--- config.mk ---
export PLATFORM = sky130hd
export DESIGN_NAME = cla_mp_seq
export DESIGN_NICKNAME = d
export VERILOG_FILES = /design/src/rtl/cla_mp_seq.sv
export SDC_FILE = /design/constraint.sdc
export NUM_CORES = 1
export LEC_CHECK = 0
export ABC_AREA = 1
export CORE_MARGIN = 2
export CORE_UTILIZATION = 60
export CTS_BUF_LIST = sky130_fd_sc_hd__clkbuf_8
export DETAILED_ROUTE_END_ITERATION = 10
export DONT_BUFFER_PORTS = 1
export GPL_TIMING_DRIVEN = 0
export PLACE_DENSITY_LB_ADDON = 0.12
export SLEW_MARGIN = 15
export SYNTH_ARGS = -nofsm -noshare
export SYNTH_HDL_FRONTEND = slang
export SYNTH_SLANG_ARGS = --single-unit
--- constraint.sdc ---
create_clock -name i_clk -period 44.7 [get_ports i_clk]
set_clock_uncertainty 0.1 [all_clocks]
set_input_delay 8.94 -clock i_clk [delete_from_list [all_inputs] [get_ports i_clk]]
set_output_delay 8.94 -clock i_clk [all_outputs]
set_load 0.01 [all_outputs]
--- src/rtl/cla_mp_seq.sv ---
// Multi-precision add/subtract sequencer: one 32-bit carry-lookahead adder reused
// once per limb, LSB limb first, with the inter-limb carry held in a register.

module cla_4 (
    input  logic [3:0] i_a,
    input  logic [3:0] i_b,
    input  logic       i_cin,
    output logic [3:0] o_sum,
    output logic       o_p,
    output logic       o_g
);
    logic [3:0] w_p;
    logic [3:0] w_g;
    logic [3:0] w_c;

    assign w_p = i_a ^ i_b;
    assign w_g = i_a & i_b;

    assign w_c[0] = i_cin;
    assign w_c[1] = w_g[0] | (w_p[0] & i_cin);
    assign w_c[2] = w_g[1] | (w_p[1] & w_g[0]) | (w_p[1] & w_p[0] & i_cin);
    assign w_c[3] = w_g[2] | (w_p[2] & w_g[1]) | (w_p[2] & w_p[1] & w_g[0])
                  | (w_p[2] & w_p[1] & w_p[0] & i_cin);

    assign o_sum = w_p ^ w_c;
    // Group propagate/generate do not depend on i_cin, so the next level has no loop.
    assign o_p   = &w_p;
    assign o_g   = w_g[3] | (w_p[3] & w_g[2]) | (w_p[3] & w_p[2] & w_g[1])
                 | (w_p[3] & w_p[2] & w_p[1] & w_g[0]);
endmodule

module cla_32 (
    input  logic [31:0] i_a,
    input  logic [31:0] i_b,
    input  logic        i_cin,
    output logic [31:0] o_sum,
    output logic        o_cout
);
    logic [7:0] w_pg;
    logic [7:0] w_gg;
    logic [8:0] w_gc;

    for (genvar k = 0; k < 8; k++) begin : g_grp
        cla_4 u_grp (
            .i_a   (i_a[k*4 +: 4]),
            .i_b   (i_b[k*4 +: 4]),
            .i_cin (w_gc[k]),
            .o_sum (o_sum[k*4 +: 4]),
            .o_p   (w_pg[k]),
            .o_g   (w_gg[k])
        );
    end

    always_comb begin
        w_gc    = '0;
        w_gc[0] = i_cin;
        for (int k = 0; k < 8; k++) begin
            w_gc[k+1] = w_gg[k] | (w_pg[k] & w_gc[k]);
        end
    end

    assign o_cout = w_gc[8];
endmodule

module cla_mp_seq #(
    parameter int WORDS = 4
) (
    input  logic                i_clk,
    input  logic                i_rst,
    input  logic                i_start,
    input  logic                i_sub,
    input  logic [WORDS*32-1:0] i_a,
    input  logic [WORDS*32-1:0] i_b,
    output logic                o_busy,
    output logic                o_done,
    output logic [WORDS*32-1:0] o_result,
    output logic                o_cout,
    output logic                o_ovf
);
    localparam int IW = (WORDS > 1) ? $clog2(WORDS) : 1;

    typedef enum logic [1:0] {
        S_IDLE = 2'd0,
        S_RUN  = 2'd1,
        S_DONE = 2'd2
    } state_t;

    state_t                 r_state;
    state_t                 w_state_nxt;
    logic [WORDS-1:0][31:0] r_a;
    logic [WORDS-1:0][31:0] r_b;
    logic [WORDS-1:0][31:0] r_res;
    logic [IW-1:0]          r_idx;
    logic                   r_carry;
    logic                   r_busy;
    logic                   r_cout;
    logic                   r_ovf;
    logic [31:0]            w_sum;
    logic                   w_cout;
    logic                   w_last;
    logic                   w_accept;

    cla_32 u_cla (
        .i_a    (r_a[r_idx]),
        .i_b    (r_b[r_idx]),
        .i_cin  (r_carry),
        .o_sum  (w_sum),
        .o_cout (w_cout)
    );

    always_ff @(posedge i_clk) begin
        if (i_rst) r_state <= S_IDLE;
        else       r_state <= w_state_nxt;
    end

    always_comb begin
        w_state_nxt = r_state;
        w_accept    = 1'b0;
        w_last      = (r_idx == IW'(WORDS - 1));
        case (r_state)
            S_IDLE: if (i_start) begin
                w_state_nxt = S_RUN;
                w_accept    = 1'b1;
            end
            S_RUN:  if (w_last) w_state_nxt = S_DONE;
            S_DONE: w_state_nxt = S_IDLE;
            default: w_state_nxt = S_IDLE;
        endcase
    end

    // Subtraction is a + ~b with the limb-0 carry-in set, so b is stored inverted.
    always_ff @(posedge i_clk) begin
        if (i_rst) begin
            r_idx   <= '0;
            r_carry <= 1'b0;
            r_busy  <= 1'b0;
            r_res   <= '0;
            r_cout  <= 1'b0;
            r_ovf   <= 1'b0;
        end else begin
            r_busy <= (w_state_nxt != S_IDLE);
            if (w_accept) begin
                r_a     <= i_a;
                r_b     <= i_sub ? ~i_b : i_b;
                r_carry <= i_sub;
                r_idx   <= '0;
                r_res   <= '0;
                r_cout  <= 1'b0;
                r_ovf   <= 1'b0;
            end else if (r_state == S_RUN) begin
                r_res[r_idx] <= w_sum;
                r_carry      <= w_cout;
                // idx parks at 0 after the top limb so it never indexes past the array.
                r_idx        <= w_last ? '0 : r_idx + 1'b1;
                if (w_last) begin
                    r_cout <= w_cout;
                    r_ovf  <= (r_a[WORDS-1][31] == r_b[WORDS-1][31])
                           && (w_sum[31] != r_a[WORDS-1][31]);
                end
            end
        end
    end

    assign o_busy   = r_busy;
    assign o_done   = (r_state == S_DONE);
    assign o_result = r_res;
    assign o_cout   = r_cout;
    assign o_ovf    = r_ovf;
endmodule
# Word-level counts from Yosys, hierarchy flattened
# Index checks and enable logic that the tools add are counted.
dict set report totals {
  ff_bits 392
  inputBits 260
  wordCells 284
}
dict set report op_classes {
  addsub 1
  n_bitwise 226
  reduce_logical 16
  muxes 16
  n_eq_ne 5
  order_cmp 2
}
# operator count
set ops {}
lappend ops {{32-bit binary-select mux with 2-bit select} 2}
lappend ops {{128-bit bitwise mux} 1}
lappend ops {{128-bit 2-to-1 mux} 1}
lappend ops {{128-bit NOT} 1}
lappend ops {{1-bit bitwise AND} 120}
lappend ops {{32-bit 2-to-1 mux} 3}
lappend ops {{1-bit bitwise OR} 80}
lappend ops {{32-bit demux with 2-bit select} 1}
lappend ops {{4-bit XOR} 16}
lappend ops {{4-bit bitwise AND} 8}
lappend ops {{4-bit AND reduction} 8}
lappend ops {{2-bit 2-to-1 mux} 3}
lappend ops {{2-bit equality test, second input constant} 2}
lappend ops {{1-bit 2-to-1 mux} 4}
lappend ops {{2-bit case mux with 2 select lines} 1}
lappend ops {{2-bit AND reduction} 2}
lappend ops {{2-bit nonzero test} 2}
lappend ops {{2-bit by 3-bit < comparator with 1-bit output, second input constant} 1}
lappend ops {{2-bit by 1-bit adder with 2-bit output, second input constant} 1}
lappend ops {{2-bit by 1-bit equality test with 1-bit output, second input constant} 1}
lappend ops {{2-bit by 1-bit >= comparator with 1-bit output, second input constant} 1}
lappend ops {{1-bit logical AND} 2}
lappend ops {{2-bit logical NOT} 1}
lappend ops {{2-bit OR reduction} 1}
lappend ops {{other kinds (3)} 3}

# Depth between registers and ports, before layout
# Gate-level depths: netlist of the first run.
dict set report logic_depth {
  depth_word 25
  mapped_depth 29
}

# By module
# A second synthesis of the first run with hierarchy kept.
dict set report unflattened {
  hier_cells 1661
  area_unflattened_um2 17640.7
}
# module instances cells_per_inst seq_area_each_um2 area_per_inst_um2
set by_module_without_submodules {}
lappend by_module_without_submodules {cla_mp_seq 1 1380 10410.0 15904.0}
lappend by_module_without_submodules {{cla_4 at u_cla.g_grp[0].u_grp ...} 7 32 0.0 201.4}
lappend by_module_without_submodules {{cla_4 at u_cla.g_grp[7].u_grp} 1 33 0.0 203.9}
lappend by_module_without_submodules {cla_32 1 24 0.0 122.6}

# Least setup slack after synthesis of the first run
# No wires, ideal clock.
dict set report synth_path {
  path_type {input -> register}
  start {in i_start}
  end {reg r_a[0] (netlist name) (enable)}
  arrival_ns 19.661
  path_buffers 0
  setup_slack_ns 24.062
  path_stages 2
  path_cell_list {nand3_1 > nor2_1}
}
dict set report synth_between {
  elab_chain_cells 3
}
# element line_no
set synth_lines {}
lappend synth_lines {{from (decl)} 70} ;# input logic i_start,
lappend synth_lines {{1-bit 2-to-1 mux} 121} ;# S_IDLE: if (i_start) begin
lappend synth_lines {{1-bit 2-to-1 mux} 120} ;# case (r_state)
lappend synth_lines {{2-bit AND reduction (no line)} n/a}
lappend synth_lines {{to (signal assigned)} 143} ;# r_a <= i_a;
lappend synth_lines {{to (decl)} 90} ;# logic [WORDS-1:0][31:0] r_a;
# Every way passes these cells.
# A chain may end at the register's enable or synchronous reset.

# Worst setup path in the final report of the first run
dict set report layout_path {
  start {in i_sub}
  end {reg r_b[119] (netlist name) (data pin)}
}
dict set report layout_between {
  elab_chain_cells 1
}
# element line_no
set layout_lines {}
lappend layout_lines {{from (decl)} 71} ;# input logic i_sub,
lappend layout_lines {{128-bit 2-to-1 mux} 144} ;# r_b <= i_sub ? ~i_b : i_b;
lappend layout_lines {{to (signal assigned)} 144}
lappend layout_lines {{to (decl)} 91} ;# logic [WORDS-1:0][31:0] r_b;
# Every way passes these cells.

==> flow_summary.ini, run 1 <==
[worst_setup_path]
cp-endpoint = r_b[119]
cp-end-kind = register
arrival_ns = 10.67
rr_startpoint = r_idx[0]
r2r_slack_ns = 39.59
crit_fanout = 10
r2r_cells = 27
path_class = input pin to register
start_kind = input pin
r2r-end = o_result[61]
required_ns = 44.90
crit_path_start = i_sub

[routing]
firstDrtPassIters = 5
avgRoutedWirePerCell_microns = 22.7
initialDrtViolationCount = 1091
antenna_left = 0
num_vias = 11500
via_per_inst = 5.73
drc = 0
wl_mm = 45.7

[clock_network]
clk_pin_slew_ns = 0.06
numClockSinks = 392
root_buffer = clkbuf_8
numCtsBuffers = 60
cts_max_level = 2
cts_setup_buffers = 0
clockBufferDepth = 3
cts_tree = yes
hold_buffers = 0
insertion_delay_ns = 0.59
cts.repair.resized = 0

[synth]
synth_top_cell_by_area = edfxtp_1
synth_area_per_cell_sq_um = 11.1
syn_nets = 1816
yosysWarnings = 0
yosysSeqAreaShare_pct = 61.9
synth.top_cells.by_area = edfxtp_1 (46%), dfxtp_1 (16%), xor2_1 (7.4%)
netlist_instances = 1512
ys_types = 33
ys_seq_elements = 392
netlist_area_sq_um = 16800
synth.top_cell.area_share_pct = 45.7

[final_layout]
layout_commonest_cell = edfxtp_1
layout_common_cells = edfxtp_1 (256), o21ai_0 (233), nor2_1 (161), xor2_1 (142), dfxtp_1 (136)
utilization_pct = 67.2
nets = 1888
area_delta_synth_final_pct = 10.7
drive_gt1_share_pct = 7.91

[sta]
worst_slew_pin_slew_ns = 0.971
drv_slew = 0
hold_viol = 0
post-route-min-period_ns = 10.48
setup-tns-final_ns = 0
slew_headroom_pct = 35.3
rsz0062_at_grt = false
period_share_pct = 23.4
setup_viol_count_final = 0
max_freq_ghz = 0.0955

[floorplanning]
top_level_ports = 392
placementRows = 61
floorplan.initialDensity_pct = 60.7
core_sq_um = 27700
die-height_microns = 171
dieArea_sq_um = 29400
die_x_microns = 171

[flow_run]
drv_cap = 0

[placement]
dp_hpwl_mm = 33.6
io_buffers = 0
gp_congestion = 0.849

[power]
leakagePower_nw = 7.25
pwr_density_cell_nw_per_um2 = 42.6
irDropWorstVdd_mv = 0.0310

[global_routing]
grt_max_degree = 32
grt_pass1_vias = 11400
gr-total-overflow = 0
grt_use_total_pct = 30.6
antenna_found_initial = 6
grt_pass1_wl_mm = 66.6

[min_path]
hold_path_startpoint = r_carry
hp-class = register to register
whs_path_depth = 2

[outcome]
status = complete, no violations
critical path, stage by stage:
cell and delay [ns]:
clkbuf_1 0.10, clkbuf_1 0.72, buf_1 0.74, xor2_1 0.17
metal layers:
layer | wire length, microns | vias up | GRT usage, %
met2 | 21800 | 602 | 50.2
met3 | 5070 | 99 | 9.73
li1 | - | 5390 | -
met1 | 17400 | 5450 | 38.1
met4 | 1490 | 2 | 11.1
met5 | 9 | - | 0
kinds of logic after synthesis:
logic type / after synthesis / synth area share (%)
adders and majority gates: 44 / 3.63
AOI/OAI and AO/OA: 445 / 14.8
and+or+nand+nor: 290 / 7.47
xor gates and xnor gates: 150 / 7.86
buffers and inverters: 191 / 4.30
DFF: 392 / 61.9
worst min path at each step:
stage	endpoint	slack, ns
after global placement	r_carry	0.41
final	r_carry	0.43
after floorplan	r_carry	0.36
after CTS	r_carry	0.42
after detailed placement	r_carry	0.41
after global routing	o_result[88]	0.45
sequential cells by signal, summed over array words and instances, names as in the netlist:
name and count:
o_result 128, r_a 128, r_b 128, r_idx 2
r_state 2, o_busy 1, o_cout 1, o_ovf 1
r_carry 1
cell type report:
type                    instances  area (sq um)
diodes                          5          12.5
flip-flops and latches        392         10400
plain buffers                  94           359
clock buffers                  65           895
repair buffers                 10           230
inverters                      97           364
multi-input cells             929          5690
clock inverters                43           179
fillers                      2118          9100
well taps                     378           473
Yosys cell counts (all sizes together):
cell	instances
dfxtp	136
or2	1
nand2	105
buf	16
inv	96
a32oi	2
nand3	18
xor2	143
a31oi	2
o22ai	62
o21bai	62
edfxtp	256
and2	2
nor2	163
fa	8
a21oi	82
ha	36
a211oi	2
xnor2	7
clkbuf	78
o21ai	233
nand3b	1
clkinv	1
power breakdown:
part / switching (mW) / leakage, nW / total [mW] / internal (mW)
clock: 0.136 / 0.635 / 0.270 / 0.133
sequential: 0.00680 / 3.47 / 0.411 / 0.404
combinational: 0.0802 / 3.14 / 0.113 / 0.0328
total: 0.224 / 7.25 / 0.793 / 0.570
metrics by stage:
step | power [mW] | worst slack, ns | instance area, sq um | hold WS, ns | std cells
CTS | 0.795 | 34.26 | 18600 | 0.423 | 2008
detailed placement | 0.530 | 33.63 | 17500 | 0.409 | 1900
global placement | 0.532 | 19.99 | 17300 | 0.406 | 1890
finish | 0.793 | 34.22 | 18600 | 0.428 | 2013
floorplan | 0.491 | 24.06 | 16800 | 0.365 | 1512
global route | 0.823 | 34.08 | 18600 | 0.453 | 2009
Note: power is estimated with default switching activity, not from simulation.
==> run 2, diff against run 1 <==
- clock period: 44.7 -> 8.9 ns (I/O delays scaled with it)
==> flow_summary.ini, run 2 (synthesized netlist as in run 1, its figures left out) <==
[worst_setup_path]
crit_fanout = 11
required_ns = 9.25
path_delay_family = buffers and inverters
path_class = register to register
cp-end-kind = register
cp_slowest_cell = clkbuf_1
arrival_ns = 5.48
max_stage_delay_ns = 0.61
start_kind = register
worst-path-buf-inv = 5
timing.critical_path.mode_cell = nand2_4

[power]
leakagePower_nw = 7.28
irDropWorstVdd_mv = 0.130
pwr_density_cell_nw_per_um2 = 217

[final_layout]
drive_gt1_share_pct = 7.73
layout_commonest_cell = edfxtp_1
finish.instance_area_sq_um = 18700
area_delta_synth_final_pct = 11.2
layout_common_cells = edfxtp_1 (256), o21ai_0 (233), nor2_1 (161), xor2_1 (142), dfxtp_1 (136)
nets = 1889

[routing]
initialDrtViolationCount = 877
num_vias = 11500
antenna_left = 0
drc = 0
wl_mm = 45.4
firstDrtPassIters = 5
avgRoutedWirePerCell_microns = 22.5
via_per_inst = 5.69

[floorplanning]
floorplan.initialDensity_pct = 60.7
placementRows = 61
die-height_microns = 171
top_level_ports = 392
die_x_microns = 171
core_sq_um = 27700
dieArea_sq_um = 29400

[outcome]
status = complete, no violations

[global_routing]
grt_max_degree = 29
use_met1_pct = 36.1
busiest_layer = met2
grt_pass1_vias = 11300
use_met3_pct = 11.2
grt_use_total_pct = 30.1
antenna_found_initial = 6
gr-total-overflow = 0
gr-usage-met2_pct = 49.9
grt_pass1_wl_mm = 65.4

[placement]
dp_hpwl_mm = 33.6
io_buffers = 0
dpl-instance-area_sq_um = 17500
gp_congestion = 0.851

[min_path]
hp-class = register to register

[clock_network]
insertion_delay_ns = 0.60
numCtsBuffers = 61
cts_tree = yes
root_buffer = clkbuf_8
clk_pin_slew_ns = 0.07
cts.repair.resized = 0
hold_buffers = 0
cts_setup_buffers = 0
cts_max_level = 2
clockBufferDepth = 3
numClockSinks = 392

[sta]
setup_viol_count_final = 0
rsz0062_at_grt = false
drv_slew = 0
max_freq_ghz = 0.195
setup-tns-final_ns = 0
worst_slew_pin_slew_ns = 1.04
slew_headroom_pct = 30.6
hold_viol = 0
period_share_pct = 57.6
post-route-min-period_ns = 5.13

[flow_run]
drv_cap = 0
run 2: changes by cell type in the layout (fill, tap and decap cells not counted), moves of 2 or more:
cell | previous run | this run
clkinvlp_4 | 0 | 2
clkbuf_8 | 65 | 72
inv_1 | 113 | 116
clkinv_2 | 14 | 1
run 2: final timing paths:
kind                                from      endpoint  slack [ns]  depth (start not counted)
worst max register to register  r_idx[0]  o_result[61]        3.77                         25
worst min register to register   r_carry       r_carry        0.42                          2
worst min-delay path             r_carry       r_carry        0.42                          2
worst max-delay path            r_idx[0]  o_result[61]        3.77                         25
run 2: report_power, final:
group / total (mW) / switching (mW) / internal, mW
Combinational: 0.564 / 0.399 / 0.165
Clock: 1.43 / 0.671 / 0.754
Sequential: 2.06 / 0.0342 / 2.03
Total: 4.05 / 1.10 / 2.95
run 2: metrics by stage:
step                      std cells  setup slack (ns)  total power, mW  hold slack [ns]  utilization [%]
final                          2013              3.77             4.05            0.420             67.5
after global routing           2009              3.44             4.20            0.438             67.5
after CTS                      2007              3.75             4.07            0.422             67.4
after detailed placement       1900              3.79             2.66            0.408             63.3
after global placement         1890              1.18             2.65            0.412             62.4
after floorplan                1512              2.63             2.45            0.365                -
run 2: routing by layer:
| layer | part of all wire [%] | vias up |
|---|---|---|
| met5 | 0.042 | - |
| met4 | 3.4 | 2 |
| met3 | 11 | 97 |
| met2 | 48 | 509 |
| met1 | 38 | 5449 |
| li1 | - | 5400 |
run 2: cell type report:
class | instances | area [sq um]
multi-input cells | 929 | 5690
plain buffers | 94 | 359
flip-flops and latches | 392 | 10400
fillers | 2110 | 9000
clock inverters | 35 | 166
diodes | 6 | 15.0
well taps | 378 | 473
inverters | 97 | 364
repair buffers | 10 | 238
clock buffers | 72 | 991
run 2: worst reg2reg max path, cell delays in order, from the launching register on:
cell and delay, ns:
dfxtp_1 0.39, clkbuf_1 0.33, inv_1 0.23, clkbuf_1 0.53, clkbuf_1 0.62, nor2_1 0.09
o22ai_1 0.24, ha_1 0.31, a21oi_1 0.16, nand2_1 0.09, a21oi_2 0.18, nand2_4 0.10
nand2_4 0.07, nand2_4 0.07, nand2_4 0.08, nand2_4 0.06, nand2_4 0.08, nand2_4 0.07
nand2_4 0.07, nand2_4 0.06, nand2_2 0.09, nand2_4 0.08, fa_1 0.44, xor2_1 0.18
inv_1 0.16, a21oi_1 0.09
